## src/rtl/image_bank_scheduler_pkg.sv

```systemverilog
// image_bank_scheduler_pkg: shared state encodings and default sizing for the bank scheduler.
package image_bank_scheduler_pkg;
    localparam int kDefaultImageAddressLength = 14;
    localparam int kDefaultNoOfPixels = 16384;
    typedef logic [1:0] acc_state_t;
    typedef logic [0:0] rd_state_t;
    localparam acc_state_t IDLE_S  = 2'd0;
    localparam acc_state_t KICK_S  = 2'd1;
    localparam acc_state_t ACCUM_S = 2'd2;
    localparam acc_state_t SWAP_S  = 2'd3;
    localparam rd_state_t RD_IDLE_S   = 1'b0;
    localparam rd_state_t RD_STREAM_S = 1'b1;
endpackage

```

## src/rtl/image_readout_stream.sv

```systemverilog
// image_readout_stream: streams one bank's pixel addresses to the host with valid/ready.
module image_readout_stream
    import image_bank_scheduler_pkg::*;
#(
    parameter int kImageAddressLength = kDefaultImageAddressLength,
    parameter int kNoOfPixels = kDefaultNoOfPixels
) (
    input  logic                           clk,
    input  logic                           reset_n,
    input  logic                           start,
    input  logic                           start_bank,
    input  logic                           rd_ready,
    output logic                           rd_valid,
    output logic                           rd_bank,
    output logic [kImageAddressLength-1:0] rd_addr,
    output logic                           rd_last,
    output logic                           done
);
    localparam logic [kImageAddressLength-1:0] kLastAddr = kImageAddressLength'(kNoOfPixels - 1);
    rd_state_t state_q, state_d;
    logic bank_q, bank_d;
    logic [kImageAddressLength-1:0] addr_q, addr_d;
    assign rd_valid = state_q == RD_STREAM_S;
    assign rd_bank = bank_q;
    assign rd_addr = addr_q;
    assign rd_last = rd_valid && addr_q == kLastAddr;
    assign done = rd_last && rd_ready;
    always_comb begin
        state_d = state_q;
        bank_d = bank_q;
        addr_d = addr_q;
        if (state_q == RD_IDLE_S && start) begin
            state_d = RD_STREAM_S;
            bank_d = start_bank;
            addr_d = '0;
        end else if (done) begin
            state_d = RD_IDLE_S;
            addr_d = '0;
        end else if (rd_valid && rd_ready) begin
            addr_d = addr_q + 1'b1;
        end
    end
    always_ff @(posedge clk or negedge reset_n) begin
        if (!reset_n) begin
            state_q <= RD_IDLE_S;
            bank_q <= 1'b0;
            addr_q <= '0;
        end else begin
            state_q <= state_d;
            bank_q <= bank_d;
            addr_q <= addr_d;
        end
    end
endmodule

```

## src/rtl/image_bank_scheduler.sv

```systemverilog
// image_bank_scheduler: ping-pong accumulation over two image banks with completion-order readout.
module image_bank_scheduler
    import image_bank_scheduler_pkg::*;
#(
    parameter int kImageAddressLength = kDefaultImageAddressLength,
    parameter int kNoOfPixels = kDefaultNoOfPixels
) (
    input  logic                           clk,
    input  logic                           reset_n,
    input  logic                           bp_start,
    output logic                           bp_start_ack,
    output logic                           ir_kick,
    input  logic                           ir_kick_ack,
    input  logic                           ir_done,
    output logic                           acc_bank,
    output logic                           rd_valid,
    input  logic                           rd_ready,
    output logic                           rd_bank,
    output logic [kImageAddressLength-1:0] rd_addr,
    output logic                           rd_last,
    output logic [1:0]                     full
);
    acc_state_t acc_state_q, acc_state_d;
    logic acc_bank_q, acc_bank_d, oldest_q, oldest_d, start_q, start_d, rd_done;
    logic [1:0] full_q, full_d, reading_q, reading_d;
    assign acc_bank = acc_bank_q;
    assign full = full_q;
    image_readout_stream #(
        .kImageAddressLength(kImageAddressLength),
        .kNoOfPixels(kNoOfPixels)
    ) u_readout (
        .clk(clk),
        .reset_n(reset_n),
        .start(start_q),
        .start_bank(oldest_q),
        .rd_ready(rd_ready),
        .rd_valid(rd_valid),
        .rd_bank(rd_bank),
        .rd_addr(rd_addr),
        .rd_last(rd_last),
        .done(rd_done)
    );
    always_comb begin
        bp_start_ack = acc_state_q == IDLE_S && bp_start && !full_q[acc_bank_q] && !reading_q[acc_bank_q];
        ir_kick = acc_state_q == KICK_S;
        // readout only ever considers pre-swap full, so a coinciding swap is picked up next cycle
        start_d = !rd_valid && !start_q && full_q[oldest_q]
                  && !((acc_state_q == KICK_S || acc_state_q == ACCUM_S) && acc_bank_q == oldest_q);
        acc_state_d = acc_state_q == IDLE_S  ? (bp_start_ack ? KICK_S : IDLE_S) :
                      acc_state_q == KICK_S  ? (ir_kick_ack ? ACCUM_S : KICK_S) :
                      acc_state_q == ACCUM_S ? (ir_done ? SWAP_S : ACCUM_S) : IDLE_S;
        acc_bank_d = acc_bank_q;
        full_d = full_q;
        reading_d = reading_q;
        oldest_d = oldest_q;
        if (acc_state_q == SWAP_S) begin
            full_d[acc_bank_q] = 1'b1;
            oldest_d = full_q[~acc_bank_q] ? oldest_q : acc_bank_q;
            acc_bank_d = ~acc_bank_q;
        end
        if (start_d) reading_d[oldest_q] = 1'b1;
        if (rd_done) begin
            full_d[rd_bank] = 1'b0;
            reading_d[rd_bank] = 1'b0;
            oldest_d = ~rd_bank;
        end
    end
    always_ff @(posedge clk or negedge reset_n) begin
        if (!reset_n) begin
            acc_state_q <= IDLE_S;
            acc_bank_q <= 1'b0;
            full_q <= '0;
            reading_q <= '0;
            oldest_q <= 1'b0;
            start_q <= 1'b0;
        end else begin
            acc_state_q <= acc_state_d;
            acc_bank_q <= acc_bank_d;
            full_q <= full_d;
            reading_q <= reading_d;
            oldest_q <= oldest_d;
            start_q <= start_d;
        end
    end
endmodule

```

## config.mk

```make
export PLATFORM = sky130hd
export DESIGN_NAME = image_bank_scheduler
export DESIGN_NICKNAME = d
export VERILOG_FILES = /design/src/rtl/image_bank_scheduler_pkg.sv /design/src/rtl/image_readout_stream.sv /design/src/rtl/image_bank_scheduler.sv
export SDC_FILE = /design/constraint.sdc
export NUM_CORES = 1
export LEC_CHECK = 0
export BUFFER_PORTS_ARGS = -buffer_cell sky130_fd_sc_hd__buf_2
export CAP_MARGIN = 40
export CORE_ASPECT_RATIO = 0.6
export CORE_MARGIN = 5
export CORE_UTILIZATION = 46
export CTS_CLUSTER_SIZE = 20
export DETAILED_ROUTE_END_ITERATION = 8
export PLACE_DENSITY = 0.71
export SETUP_SLACK_MARGIN = 0.05
export SLEW_MARGIN = 20
export SYNTH_ARGS = -nofsm -noshare
export SYNTH_HDL_FRONTEND = slang
export SYNTH_SLANG_ARGS = --single-unit
```

## constraint.sdc

```tcl
create_clock -name clk -period 2.4 [get_ports clk]
set_input_delay 0.12 -clock clk [delete_from_list [all_inputs] [get_ports clk]]
set_output_delay 0.12 -clock clk [all_outputs]
set_load 0.01 [all_outputs]
```

==> summary.txt <==
Outcome
  • Status: complete, no violations

Critical path
  • Startpoint types: flip-flop
  • Worst setup EP type: flip-flop
  • Critical Path Max Stage Delay: 0.61 ns
  • R2r setup slk: 0.50 ns
  • Critical path, cell by cell: ha_1, nand3_1, or4_1, o21ai_2, nor2_1
  • Crit path buf inv count: 0
  • Slowest-stage cell, CP: or4_1
  • Crit path max-delay family: simple AND/OR/NAND/NOR gates
  • Crit Path Max Fanout: 11
  • Setup CP Type: reg -> reg
  • CP arrival: 2.03 ns
  • Critical Path RT: about 2.5 ns

Synth
  • Synth Register Bits: 25
  • Cell count after synthesis: 140
  • Post-synthesis cell area: around 1300 µm²
  • Ys flop type: dfrtp_1
  • Yosys warns: 0
  • Register area share after synthesis: a little under half
  • Share of flip-flops with an asynchronous set or reset: 100%
  • Synth cell types: 31
  • Syn_nets: 151
  • Post-synth EDFFs: 0
  • Synth Area per Inst: 9.45 µm²

Clock tree
  • Hold Buf Count CTS: 1
  • Post-CTS Resized: 0
  • CTS Sinks: 25
  • Worst-Skew Late Latency: 0.27 ns
  • CTS tree: built
  • Post-CTS Setup Inserts: 0
  • Clock transition at the registers of the reported paths: roughly 0.090 ns
  • TritonCTS Buffers: 3
  • Clock Path Buffers: 2
  • Root buf cell: clkbuf_8
  • H-tree depth: 1

Finish
  • Layout cells sized above 1: 23.2%
  • Finished Core Util: 54.4%
  • Net count, final: 180
  • Area growth from synthesis to layout: 15.8%
  • Diodes inserted: 0

Global routing
  • Initial antenna violation count: 0
  • Vias in the first global route: 1111
  • Largest net degree at the start of global routing: 26
  • Overflow left after global routing: 0
  • Total GRT Usage: 16.3%
  • First-pass GRT wire length: 5220 µm

STA
  • Rel. slew slack: between 60% and 70%
  • Fmax: 527 MHz
  • RSZ-0062 raised after global routing: false
  • Clock skew: 0.00629 ns
  • Final min period: 1.90 ns
  • Measured slew at the worst slew-check pin: 0.566 ns
  • Hold WS: 0.115 ns
  • Endpoints failing hold: 0
  • Number of setup violations in the final report: 0
  • Setup TNS: 0 ns
  • Final Cycle Share: 79.0%
  • Final Max Slew Viols: 0

Route
  • DR DRC count: 0
  • Wire per inst: 15.3 µm
  • Remaining antenna violation count: 0
  • DR iter-0 viols: 79
  • Vias: about 1.2k
  • First-pass DRT Iterations: 4
  • Total length of routed wires: 3100 µm
  • Vias per inst: 5.78

Floorplan
  • Core area: around 2800 µm²
  • DIE HEIGHT: 51.5 µm
  • FP Rows: 15
  • Chip Width: 79.2 µm
  • Total die area: 4080 µm²
  • Initial core utilization: 47.0%
  • Num ports: 28

Hold path
  • Hold/Removal Path Class: in -> reg

Pwr
  • PwrDens: 764 nW/µm²
  • Static Leak: 0.711 nW
  • Worst vdd ir: 0.000303 V

Place
  • Port bufs: 27
  • Final HPWL DP: approximately 2300 µm
  • Final Wtd Congestion: 0.890

Flow run
  • Max Cap Viol: 0
## sequential cells by signal, summed over array words and instances, names as in the netlist
register            cells
full                    2
reading_q               2
oldest_q                1
u_readout.rd_addr      14
acc_state_q             2
start_q                 1
u_readout.rd_bank       1
acc_bank                1
u_readout.rd_valid      1
## report_power, final
group / switching [mW] / leakage (nW) / internal (mW) / total, mW
Sequential: 0.110 / 0.316 / 0.488 / 0.598
Clock: 0.131 / 0.0255 / 0.116 / 0.247
Combinational: 0.178 / 0.370 / 0.146 / 0.324
Total: 0.419 / 0.711 / 0.751 / 1.17
## per-layer routing
layer  GRT usage, %  share of wire (%)  up-vias
li1               -                  -      556
met1           22.5                 49      579
met2           26.7                 45       30
met3           3.98                4.9        2
met4           2.86               0.81        0
met5              0                  0        -
## final timing paths
| check | endpoint | startpoint | cells after the start |
|---|---|---|---|
| worst max-delay path | u_readout.rd_addr[9] | u_readout.rd_addr[0] | 5 |
| worst min-delay path | acc_state_q[1] | ir_kick_ack | 3 |
| worst max register to register | u_readout.rd_addr[9] | u_readout.rd_addr[0] | 5 |
| worst min register to register | reading_q[0] | reading_q[0] | 1 |
| max in group asynchronous | acc_bank | reset_n | 2 |
| min in group asynchronous | u_readout.rd_bank | reset_n | 2 |
## kinds of logic after synthesis
family / Yosys count / synth area share [%]
adder cells (fa/ha/maj): 5 / 4.73
flip-flops: 25 / 47.3
multiplexers: 5 / 4.07
buffers and inverters: 12 / 4.16
AO/OA/AOI/OAI: 28 / 12.5
XOR/XNOR: 9 / 5.96
AND/OR/NAND/NOR: 56 / 21.3
## metrics by stage
step                cell area (µm²)  power (mW)  cells  setup slack, ns
floorplan                      1320       0.789    140            0.703
global placement               1480       0.914    197            0.614
detailed placement             1480       0.928    197            0.529
CTS                            1530        1.18    202            0.506
global route                   1530        1.26    202            0.384
finish                         1530        1.17    202            0.503
## synthesized netlist by cell type (3+ instances only)
master	number	area (µm²)
dfrtp_1	25	626
nor2_1	20	75.1
o21ai_0	13	65.1
inv_1	8	30.0
nand2_1	8	30.0
nand4_1	7	43.8
a21oi_1	6	30.0
xor2_1	6	52.6
ha_1	5	62.6
nand3_1	5	25.0
mux2_2	3	33.8
nor3_1	3	15.0
nor4_1	3	18.8
or3_1	3	18.8
xnor2_1	3	26.3
## worst min-delay path: cells and delay by family
family	cells	cell delay [ns]
buffers and inverters	1	0.08
AND/OR/NAND/NOR	1	0.08
multiplexers	1	0.06
## placed cells by master, fill, tap and decap left out, types with 2 or more instances in the layout
cell      synthesis  final
nor2_1           20     20
or3_1             3      3
mux2_2            3      3
ha_1              5      5
nor3_1            3      3
nand2_1           8      8
dfrtp_1          25     25
nand4_1           7      7
o22a_2            2      2
o21ai_0          13     13
mux2i_1           2      2
and4_1            2      2
nand3_1           5      5
a21oi_1           6      6
a21boi_0          2      2
xnor2_1           3      3
clkbuf_8          0      3
a31oi_1           2      2
inv_1             8      8
nor4_1            3      3
buf_2             2     27
xor2_1            6      6
## cell type report
class	count	area [µm²]
Timing Repair Buffer	28	145
Tap cell	34	42.5
Inverter	8	30.0
Sequential cell	25	626
Multi-Input combinational cell	103	642
Clock inverter	1	5.00
Clock buffer	3	41.3
Fill cell	240	1280
Note: power is estimated with default switching activity, not from simulation.
